$ cat src/rtl/riscv_pkg.sv
// Shared core types: regfile write-port record and the writeback arbiter state encoding.
package riscv_pkg;

    localparam int RF_ADDR_W = 5;
    localparam int RF_DATA_W = 32;

    typedef enum logic [1:0] {
        IDLE,
        PEND,
        STALL
    } wb_arb_state_e;

    typedef struct packed {
        logic                 we;
        logic [RF_ADDR_W-1:0] waddr;
        logic [RF_DATA_W-1:0] wdata;
    } rf_wr_t;

endpackage

$ cat src/rtl/wb_arb_fifo.sv
// Small synchronous FIFO holding long-latency results until a free regfile write slot appears.
module wb_arb_fifo #(
    parameter int WIDTH = 37,
    parameter int DEPTH = 2
) (
    input  logic                     clk,
    input  logic                     rst,
    input  logic                     push,
    input  logic                     pop,
    input  logic [WIDTH-1:0]         wdata,
    output logic [WIDTH-1:0]         rdata,
    output logic [$clog2(DEPTH):0]   count,
    output logic                     full,
    output logic                     empty
);

    localparam int PTR_W = $clog2(DEPTH);
    localparam int CNT_W = PTR_W + 1;

    logic [WIDTH-1:0] mem [DEPTH];
    logic [PTR_W-1:0] rd_ptr;
    logic [PTR_W-1:0] wr_ptr;
    logic             do_push;
    logic             do_pop;

    assign full    = (count == CNT_W'(DEPTH));
    assign empty   = (count == '0);
    // A push into a full FIFO is legal only when the head leaves in the same cycle.
    assign do_push = push && (!full || pop);
    assign do_pop  = pop && !empty;
    assign rdata   = mem[rd_ptr];

    always_ff @(posedge clk or posedge rst) begin
        if (rst) begin
            rd_ptr <= '0;
            wr_ptr <= '0;
            count  <= '0;
        end else begin
            if (do_push) wr_ptr <= wr_ptr + PTR_W'(1);
            if (do_pop)  rd_ptr <= rd_ptr + PTR_W'(1);
            count <= count + CNT_W'(do_push) - CNT_W'(do_pop);
        end
    end

    always_ff @(posedge clk) begin
        if (do_push) mem[wr_ptr] <= wdata;
    end

endmodule

$ cat src/rtl/wb_port_arbiter.sv
// Shares the regfile write port between pipeline writeback and a long-latency unit.
// Optional macro WB_ARB_LU_BYPASS_EN: zero-latency LU write when the port and buffer are idle.
module wb_port_arbiter
    import riscv_pkg::*;
#(
    parameter int ADDR_W    = 5,
    parameter int DATA_W    = 32,
    parameter int BUF_DEPTH = 2,
    parameter int MAX_WAIT  = 4
) (
    input  logic                         clk,
    input  logic                         rst,
    input  logic                         pipe_we_i,
    input  logic [ADDR_W-1:0]            pipe_waddr_i,
    input  logic [DATA_W-1:0]            pipe_wdata_i,
    input  logic                         lu_valid_i,
    input  logic [ADDR_W-1:0]            lu_waddr_i,
    input  logic [DATA_W-1:0]            lu_wdata_i,
    output logic                         lu_ready_o,
    output logic                         pipe_stall_o,
    output logic                         rf_we_o,
    output logic [ADDR_W-1:0]            rf_waddr_o,
    output logic [DATA_W-1:0]            rf_wdata_o,
    output logic [$clog2(BUF_DEPTH):0]   buf_count_o
);

    localparam int CNT_W  = $clog2(BUF_DEPTH) + 1;
    localparam int ENT_W  = ADDR_W + DATA_W;
    localparam int WAIT_W = $clog2(MAX_WAIT + 1);

    wb_arb_state_e     state;
    wb_arb_state_e     state_next;
    logic [WAIT_W-1:0] wait_cnt;
    logic [WAIT_W-1:0] wait_next;

    logic              full;
    logic              empty;
    logic              accept;
    logic              bypass;
    logic              push;
    logic              pop;
    logic [ENT_W-1:0]  head;
    logic [ADDR_W-1:0] head_addr;
    logic [DATA_W-1:0] head_data;
    logic              win;
    logic [ADDR_W-1:0] win_addr;
    logic [DATA_W-1:0] win_data;

    wb_arb_fifo #(
        .WIDTH (ENT_W),
        .DEPTH (BUF_DEPTH)
    ) u_fifo (
        .clk   (clk),
        .rst   (rst),
        .push  (push),
        .pop   (pop),
        .wdata ({lu_waddr_i, lu_wdata_i}),
        .rdata (head),
        .count (buf_count_o),
        .full  (full),
        .empty (empty)
    );

    assign {head_addr, head_data} = head;

    // Ready comes from the pre-pop occupancy, so push+pop at full is never offered.
    assign lu_ready_o = !full;
    assign accept     = lu_valid_i && lu_ready_o;

`ifdef WB_ARB_LU_BYPASS_EN
    assign bypass = accept && empty && (state != STALL) && !pipe_we_i;
`else
    assign bypass = 1'b0;
`endif

    assign push = accept && !bypass;

    always_comb begin
        pop      = 1'b0;
        win      = 1'b0;
        win_addr = '0;
        win_data = '0;
        if (state == STALL) begin
            pop      = 1'b1;
            win      = 1'b1;
            win_addr = head_addr;
            win_data = head_data;
        end else if (pipe_we_i) begin
            win      = 1'b1;
            win_addr = pipe_waddr_i;
            win_data = pipe_wdata_i;
        end else if (!empty) begin
            pop      = 1'b1;
            win      = 1'b1;
            win_addr = head_addr;
            win_data = head_data;
        end else if (bypass) begin
            win      = 1'b1;
            win_addr = lu_waddr_i;
            win_data = lu_wdata_i;
        end
    end

    // x0 is hardwired: the slot is consumed but nothing is written.
    assign rf_we_o      = win && (win_addr != '0);
    assign rf_waddr_o   = win_addr;
    assign rf_wdata_o   = win_data;
    assign pipe_stall_o = (state == STALL);

    always_comb begin
        state_next = state;
        wait_next  = wait_cnt;
        case (state)
            IDLE: begin
                if (push) begin
                    state_next = PEND;
                    wait_next  = '0;
                end
            end
            PEND: begin
                if (pop) begin
                    wait_next = '0;
                    if (buf_count_o == CNT_W'(1) && !push) state_next = IDLE;
                end else if (wait_cnt == WAIT_W'(MAX_WAIT - 1)) begin
                    state_next = STALL;
                    wait_next  = '0;
                end else begin
                    wait_next = wait_cnt + WAIT_W'(1);
                end
            end
            STALL: begin
                wait_next  = '0;
                state_next = (buf_count_o == CNT_W'(1) && !push) ? IDLE : PEND;
            end
            default: begin
                state_next = IDLE;
                wait_next  = '0;
            end
        endcase
    end

    always_ff @(posedge clk or posedge rst) begin
        if (rst) begin
            state    <= IDLE;
            wait_cnt <= '0;
        end else begin
            state    <= state_next;
            wait_cnt <= wait_next;
        end
    end

endmodule

$ cat config.mk
export PLATFORM = sky130hd
export DESIGN_NAME = wb_port_arbiter
export DESIGN_NICKNAME = d
export VERILOG_FILES = /design/src/rtl/riscv_pkg.sv /design/src/rtl/wb_arb_fifo.sv /design/src/rtl/wb_port_arbiter.sv
export SDC_FILE = /design/constraint.sdc
export NUM_CORES = 1
export LEC_CHECK = 0
export CORE_MARGIN = 10
export CORE_UTILIZATION = 46
export CTS_BUF_LIST = sky130_fd_sc_hd__clkbuf_16
export CTS_CLUSTER_SIZE = 24
export DETAILED_ROUTE_END_ITERATION = 16
export PLACE_DENSITY = 0.87
export SLEW_MARGIN = 10
export SYNTH_ARGS = -nofsm -noshare
export SYNTH_HDL_FRONTEND = slang
export SYNTH_SLANG_ARGS = --single-unit
$ cat constraint.sdc
create_clock -name clk -period 2.85 [get_ports clk]
set_input_delay 0.855 -clock clk [delete_from_list [all_inputs] [get_ports clk]]
set_output_delay 0.855 -clock clk [all_outputs]
set_load 0.02 [all_outputs]
Word level (Yosys, flattened, before mapping)
Memories as Yosys holds them, arrays and structs flattened.
Index checks and enable logic that the tools add are counted.
{"block": "totals", "ram_bits": 74, "regBits": 9, "word_cells": 55, "memories": 1, "mem_bits_ro": 0, "latchBits": 0}
{"block": "op_classes", "div": 0, "order_cmp": 0, "n_mul": 0, "bitwise": 0, "addsub": 5, "n_mux": 23, "eq_ne": 8, "n_shift": 0, "n_reduce_logical": 13}
{"memory": "u_fifo.mem", "words": 2, "word_bits": 37, "read_ports": 1, "rd_clocked_by_memory_dff": 0, "wr": 1, "line": "wb_arb_fifo.sv:20", "rtl": "logic [WIDTH-1:0] mem [DEPTH];"}
{"cell": "$mux 32", "n": 3}
{"cell": "$mux 5", "n": 3}
{"cell": "$mux 3", "n": 3}
{"cell": "$mux 1", "n": 8}
{"cell": "$mux 2", "n": 4}
{"cell": "$pmux 2 s3", "n": 1}
{"cell": "$pmux 3 s2", "n": 1}
{"cell": "$logic_and 1x1->1", "n": 5}
{"cell": "$reduce_bool 5->1", "n": 1}
{"cell": "$eq 2x1->1 const B", "n": 2}
{"cell": "$eq 2x2->1 const B", "n": 2}
{"cell": "$logic_not 2->1", "n": 2}
{"cell": "$add 3x1->3 const B", "n": 1}
{"cell": "$eq 3x2->1 const B", "n": 1}
{"cell": "$logic_not 1->1", "n": 3}
{"cell": "$ne 3x2->1 const B", "n": 1}
{"cell": "$ne 3x3->1 const B", "n": 1}
{"cell": "$reduce_and 3->1", "n": 1}
{"cell": "$add 1x1->1 const B", "n": 2}
{"cell": "$add 2x1->2", "n": 1}
{"cell": "$ne 2x2->1 const B", "n": 1}
{"cell": "$sub 2x1->2", "n": 1}
{"cell": "$logic_or 1x1->1", "n": 1}

Longest topological paths before layout
Gate-level depths: netlist of the first run.
{"block": "depth", "ltp_word": 8, "depth_mapped": 9}

Cells and area by module
A second synthesis of the first run with hierarchy kept.
{"block": "hier_totals", "cells_unflattened": 216, "area_unflattened_um2": 3648.5}
{"mod": "wb_arb_fifo", "seq_area_each_um2": 2322.2, "n_inst": 1, "cells_per_inst": 137, "area_each_um2": 2991.6}
{"mod": "wb_port_arbiter", "seq_area_each_um2": 125.1, "n_inst": 1, "cells_per_inst": 79, "area_each_um2": 656.9}

Worst setup path before layout of the first run
OpenSTA, ideal clock, no wires.
{"block": "synth_path", "path_type": "input -> register", "startpoint": "input port lu_valid_i", "endpoint": "memory u_fifo.mem[0][0], enable pin", "required_ns": 2.419, "setup_time_ns": 0.431, "path_slack_ns": -0.109, "arrival_time_ns": 2.528, "stages": 2, "cell_sequence": "nand2_1 > nor2_1"}
{"block": "synth_via", "elab_chain_len": 4}
{"element": "start, declared", "line": "wb_port_arbiter.sv:16", "rtl": "input logic lu_valid_i,"}
{"element": "$logic_and 1x1->1", "line": "wb_port_arbiter.sv:68", "rtl": "assign accept = lu_valid_i && lu_ready_o;"}
{"element": "$logic_and 1x1->1", "line": "wb_arb_fifo.sv:29", "rtl": "assign do_push = push && (!full || pop);"}
{"element": "$mux 1", "line": "wb_arb_fifo.sv:46", "rtl": "if (do_push) mem[wr_ptr] <= wdata;"}
{"element": "$mux 1 (implied by the code)", "line": "wb_arb_fifo.sv:46"}
{"element": "end, declared", "line": "wb_arb_fifo.sv:20"}
Every way passes these cells.

Final worst setup path of the first run
{"block": "layout_path", "startpoint": "input port pipe_waddr_i[4]", "endpoint": "output port rf_we_o"}
{"block": "layout_via", "elab_chain_len": 4}
{"element": "start, declared", "line": "wb_port_arbiter.sv:14", "rtl": "input logic [ADDR_W-1:0] pipe_waddr_i,"}
{"element": "$mux 5", "line": "wb_port_arbiter.sv:88", "rtl": "end else if (pipe_we_i) begin"}
{"element": "$mux 5", "line": "wb_port_arbiter.sv:83", "rtl": "if (state == STALL) begin"}
{"element": "$reduce_bool 5->1", "line": "wb_port_arbiter.sv:105", "rtl": "assign rf_we_o = win && (win_addr != '0);"}
{"element": "$logic_and 1x1->1", "line": "wb_port_arbiter.sv:105"}
{"element": "end, declared", "line": "wb_port_arbiter.sv:21", "rtl": "output logic rf_we_o,"}
Every way passes these cells.

==> results of run 1 <==
layout by cell type, fill, tap and decap left out, types with 2 or more instances in the layout:
cell / synthesis / routed
a21oi_1: 2 / 2
nor3_2: 2 / 2
nor2_1: 5 / 4
o21ai_2: 20 / 20
mux2i_1: 37 / 37
clkbuf_16: 0 / 10
dfrtp_1: 9 / 8
nor2b_4: 2 / 2
clkinv_2: 0 / 2
clkdlybuf4s50_1: 0 / 76
nand2_1: 38 / 38
o21ai_0: 22 / 16
nor3_1: 3 / 3
nor2_4: 1 / 4
buf_12: 0 / 9
buf_4: 2 / 23
dlygate4sd2_1: 0 / 4
clkdlybuf4s15_2: 0 / 3
ha_1: 3 / 3
edfxtp_1: 74 / 74
o21ai_1: 0 / 6
inv_1: 3 / 4
xnor2_1: 3 / 3
buf_2: 6 / 25
nand2b_1: 2 / 2
worst max-delay path, cell delays in order:
cell,delay (ns)
dlygate4sd2_1,0.24
or4_4,0.53
o21ai_1,0.12
o21ai_1,0.07
buf_4,0.16
cells in the mapped netlist, types with 2 or more instances:
| master | count | area [um2] |
|---|---|---|
| edfxtp_1 | 74 | 2220 |
| nand2_1 | 38 | 143 |
| mux2i_1 | 37 | 370 |
| o21ai_0 | 22 | 110 |
| o21ai_2 | 20 | 175 |
| dfrtp_1 | 9 | 225 |
| buf_2 | 6 | 30.0 |
| nor2_1 | 5 | 18.8 |
| buf_6 | 4 | 45.0 |
| ha_1 | 3 | 37.5 |
| inv_1 | 3 | 11.3 |
| nor3_1 | 3 | 15.0 |
| xnor2_1 | 3 | 26.3 |
| a21oi_1 | 2 | 10.0 |
| buf_4 | 2 | 15.0 |
| nand2b_1 | 2 | 12.5 |
| nor2b_4 | 2 | 27.5 |
| nor3_2 | 2 | 20.0 |
timing repair:
item,4_1_cts,5_1_grt
pin swaps,4,1
cloned,3,1
setup buffers,6,3
setup endpoints to repair,38,29
resized for setup,185,14
path summary, 6_finish.rpt:
check | startpoint | end | slack, ns | cells past startpoint
max | pipe_waddr_i[4] | rf_we_o | 0.03 | 5
min | wait_cnt[1] | wait_cnt[1] | 0.51 | 1
max reg2reg | state[1] | u_fifo.count[1] | 0.62 | 12
min reg2reg | wait_cnt[1] | wait_cnt[1] | 0.51 | 1
max in group asynchronous | rst | u_fifo.rd_ptr | 1.76 | 2
min in group asynchronous | rst | u_fifo.count[1] | 0.80 | 2
through the flow:
stage / instances / area, um2 / setup WS, ns / total power, mW
floorplan: 253 / 3640 / 0.176 / 2.88
global placement: 474 / 5030 / -1.12 / 3.60
detailed placement: 474 / 5030 / -1.29 / 3.67
CTS: 497 / 5360 / 0.000665 / 4.73
global route: 499 / 5330 / -0.0163 / 4.91
finish: 499 / 5330 / 0.0277 / 4.66
where the power goes:
| group | switching (mW) | internal (mW) |
|---|---|---|
| clock network | 0.404 | 0.658 |
| logic | 0.990 | 0.811 |
| registers | 0.129 | 1.67 |
state kept, by name (all words and copies together) (netlist names):
name,cells
u_fifo.rd_ptr,1
wait_cnt,3
state,2
u_fifo.wr_ptr,1
u_fifo.count,2
u_fifo.mem,74
routing by layer:
layer / vias up / track usage
li1: 1216 / -
met1: 1206 / 0.166
met2: 89 / 0.275
met3: 14 / 0.0425
met4: 0 / 0.0669
met5: - / 0
layout make-up:
class                           count  area [um2]
Multi-Input combinational cell    154        1110
Fill cell                         547        2400
Clock inverter                      5        47.5
Tap cell                          102         128
Timing Repair Buffer              142        1350
Clock buffer                        9         225
Sequential cell                    83        2450
Inverter                            4        15.0
cell families (layout without fill, tap and decap cells):
family,count (synthesis),in the layout
compound gates,47,47
fa+ha+maj,3,3
xor+xnor,4,4
mux,38,38
simple gates,61,62
flops,83,83
buf+inv,17,160
==> metrics.md, run 1 <==
| Metric | Value |
|---|---|
| PortBufs | `around 120` |
| Slew HR | `0.752` |
| Post-DP HPWL | `6240 um` |
| Wirelength, routed | `9130 um` |
| DR vias | `~2500` |
| Top fanout value on the critical path | `2` |
| IO Count | `120` |
| Final hold violations | `0` |
| Global-route wire length before repair | `approximately 14000 um` |
| Synth cell types | `34` |
| Starting Density | `0.471` |
| Tcrit/Tclk final | `0.990` |
| Min Hold Slack | `0.508 ns` |
| Maximum level of the CTS H-tree | `3` |
| Share of flip-flops with an asynchronous set or reset | `0.108` |
| Worst min-delay path class | `reg2reg` |
| Post-route clock skew | `between 0.004 and 0.005 ns` |
| Wire length on met2 | `around 4800 um` |
| Xor/xnor share of the synthesized area | `0.00964` |
| Fmax | `approximately 350 MHz` |
| PwrDens | `approximately 900 nW/um2` |
| Final Slew Violations | `0` |
| Total GRT Usage | `0.154` |
| Critical path type | `in2out` |
| Final Net Count | `roughly 480` |
| Worst IR Drop VDD | `roughly 0.00058 V` |
| Root Buffer | `clkbuf_16` |
| Worst-path clk slew | `approximately 0.050 ns` |
| Slew of the pin with the lowest slew margin | `0.371 ns` |
| Post-synth EDFFs | `74` |
| Die Ht | `about 110 um` |
| Pin count of the biggest net entering global routing | `38` |
| Gr ovfl total | `0` |
| CTS tree | `built` |
| FP Rows | `32` |
| Setup_tns | `0 ns` |
| Clock Sinks | `83` |
| Syn_area_per_cell | `14.4 um2` |
| Share of cells above drive strength 1 | `0.272` |
| Core outline area | `around 7700 um2` |
| Top sig layer | `met4` |
| Area growth syn-to-layout | `46.5%` |
| Post-DR wirelength/cell | `approximately 18 um` |
| Mapped Nets | `about 330` |
| Drt via density | `just over 5` |
| Main combinational cell family by area after synthesis | `multiplexers` |
| Total CTS buffers | `9` |
| DR WL met3 | `approximately 680 um` |
| DR DRC count | `0` |
| CP Capture Type | `primary output` |
| Die width | `between 100 and 150 um` |
| Mux contribution to synthesized area | `0.105` |
| Die area | `11900 um2` |
| Synth Area in Adders | `0.0103` |
| Register bit total from synthesis | `83` |
| DRT iter0 DRCs | `a little under 90` |
| DRT Pass-1 Iters | `4` |
| Leakage power | `about 2.1 nW` |
| Compound-Gate Fraction of Synth Area | `0.0884` |
| MaxCap Viol Count | `0` |
| GPL Wtd Cong | `between 0.7 and 0.8` |
| Vias in the first global route | `about 2800` |
| # diodes | `0` |
| Post-Syn Area | `around 3600 um2` |
| CP required | `2.00 ns` |
| Worst skew pair latency | `~0.32 ns` |
| Yosys warns | `0` |
| Metal-1 WL | `3460 um` |
| Final min period | `about 2.8 ns` |
| Ys flop type | `edfxtp_1` |
| Cts hold-fix bufs | `0` |
| Simple-Gate Fraction of Synth Area | `0.0833` |
| Remaining antenna violation count after routing | `0` |
| Status | `complete, no violations` |
| Sequential fraction of the synthesis area | `0.673` |
| Deepest clock path buffer count | `2` |
| Final setup vio count | `0` |
| Element type at the critical path start | `input pin` |
| Mapped Cells | `about 250` |
| Crit path DAT | `between 1.5 and 2 ns` |
| Core Util, Final | `0.689` |
| Antenna violations before repair | `0` |
No activity file was read; power rests on OpenSTA's default activity.
==> run 2, diff against run 1 <==
--- a/config.mk
+++ b/config.mk
@@ -10,6 +10,7 @@
 export CTS_BUF_LIST = sky130_fd_sc_hd__clkbuf_16
 export CTS_CLUSTER_SIZE = 24
 export DETAILED_ROUTE_END_ITERATION = 16
+export HOLD_SLACK_MARGIN = 0.03
 export PLACE_DENSITY = 0.87
 export SLEW_MARGIN = 10
 export SYNTH_ARGS = -nofsm -noshare
==> results of run 2 <==
The final DEF is identical to that of run 1; final timing and power are the same.
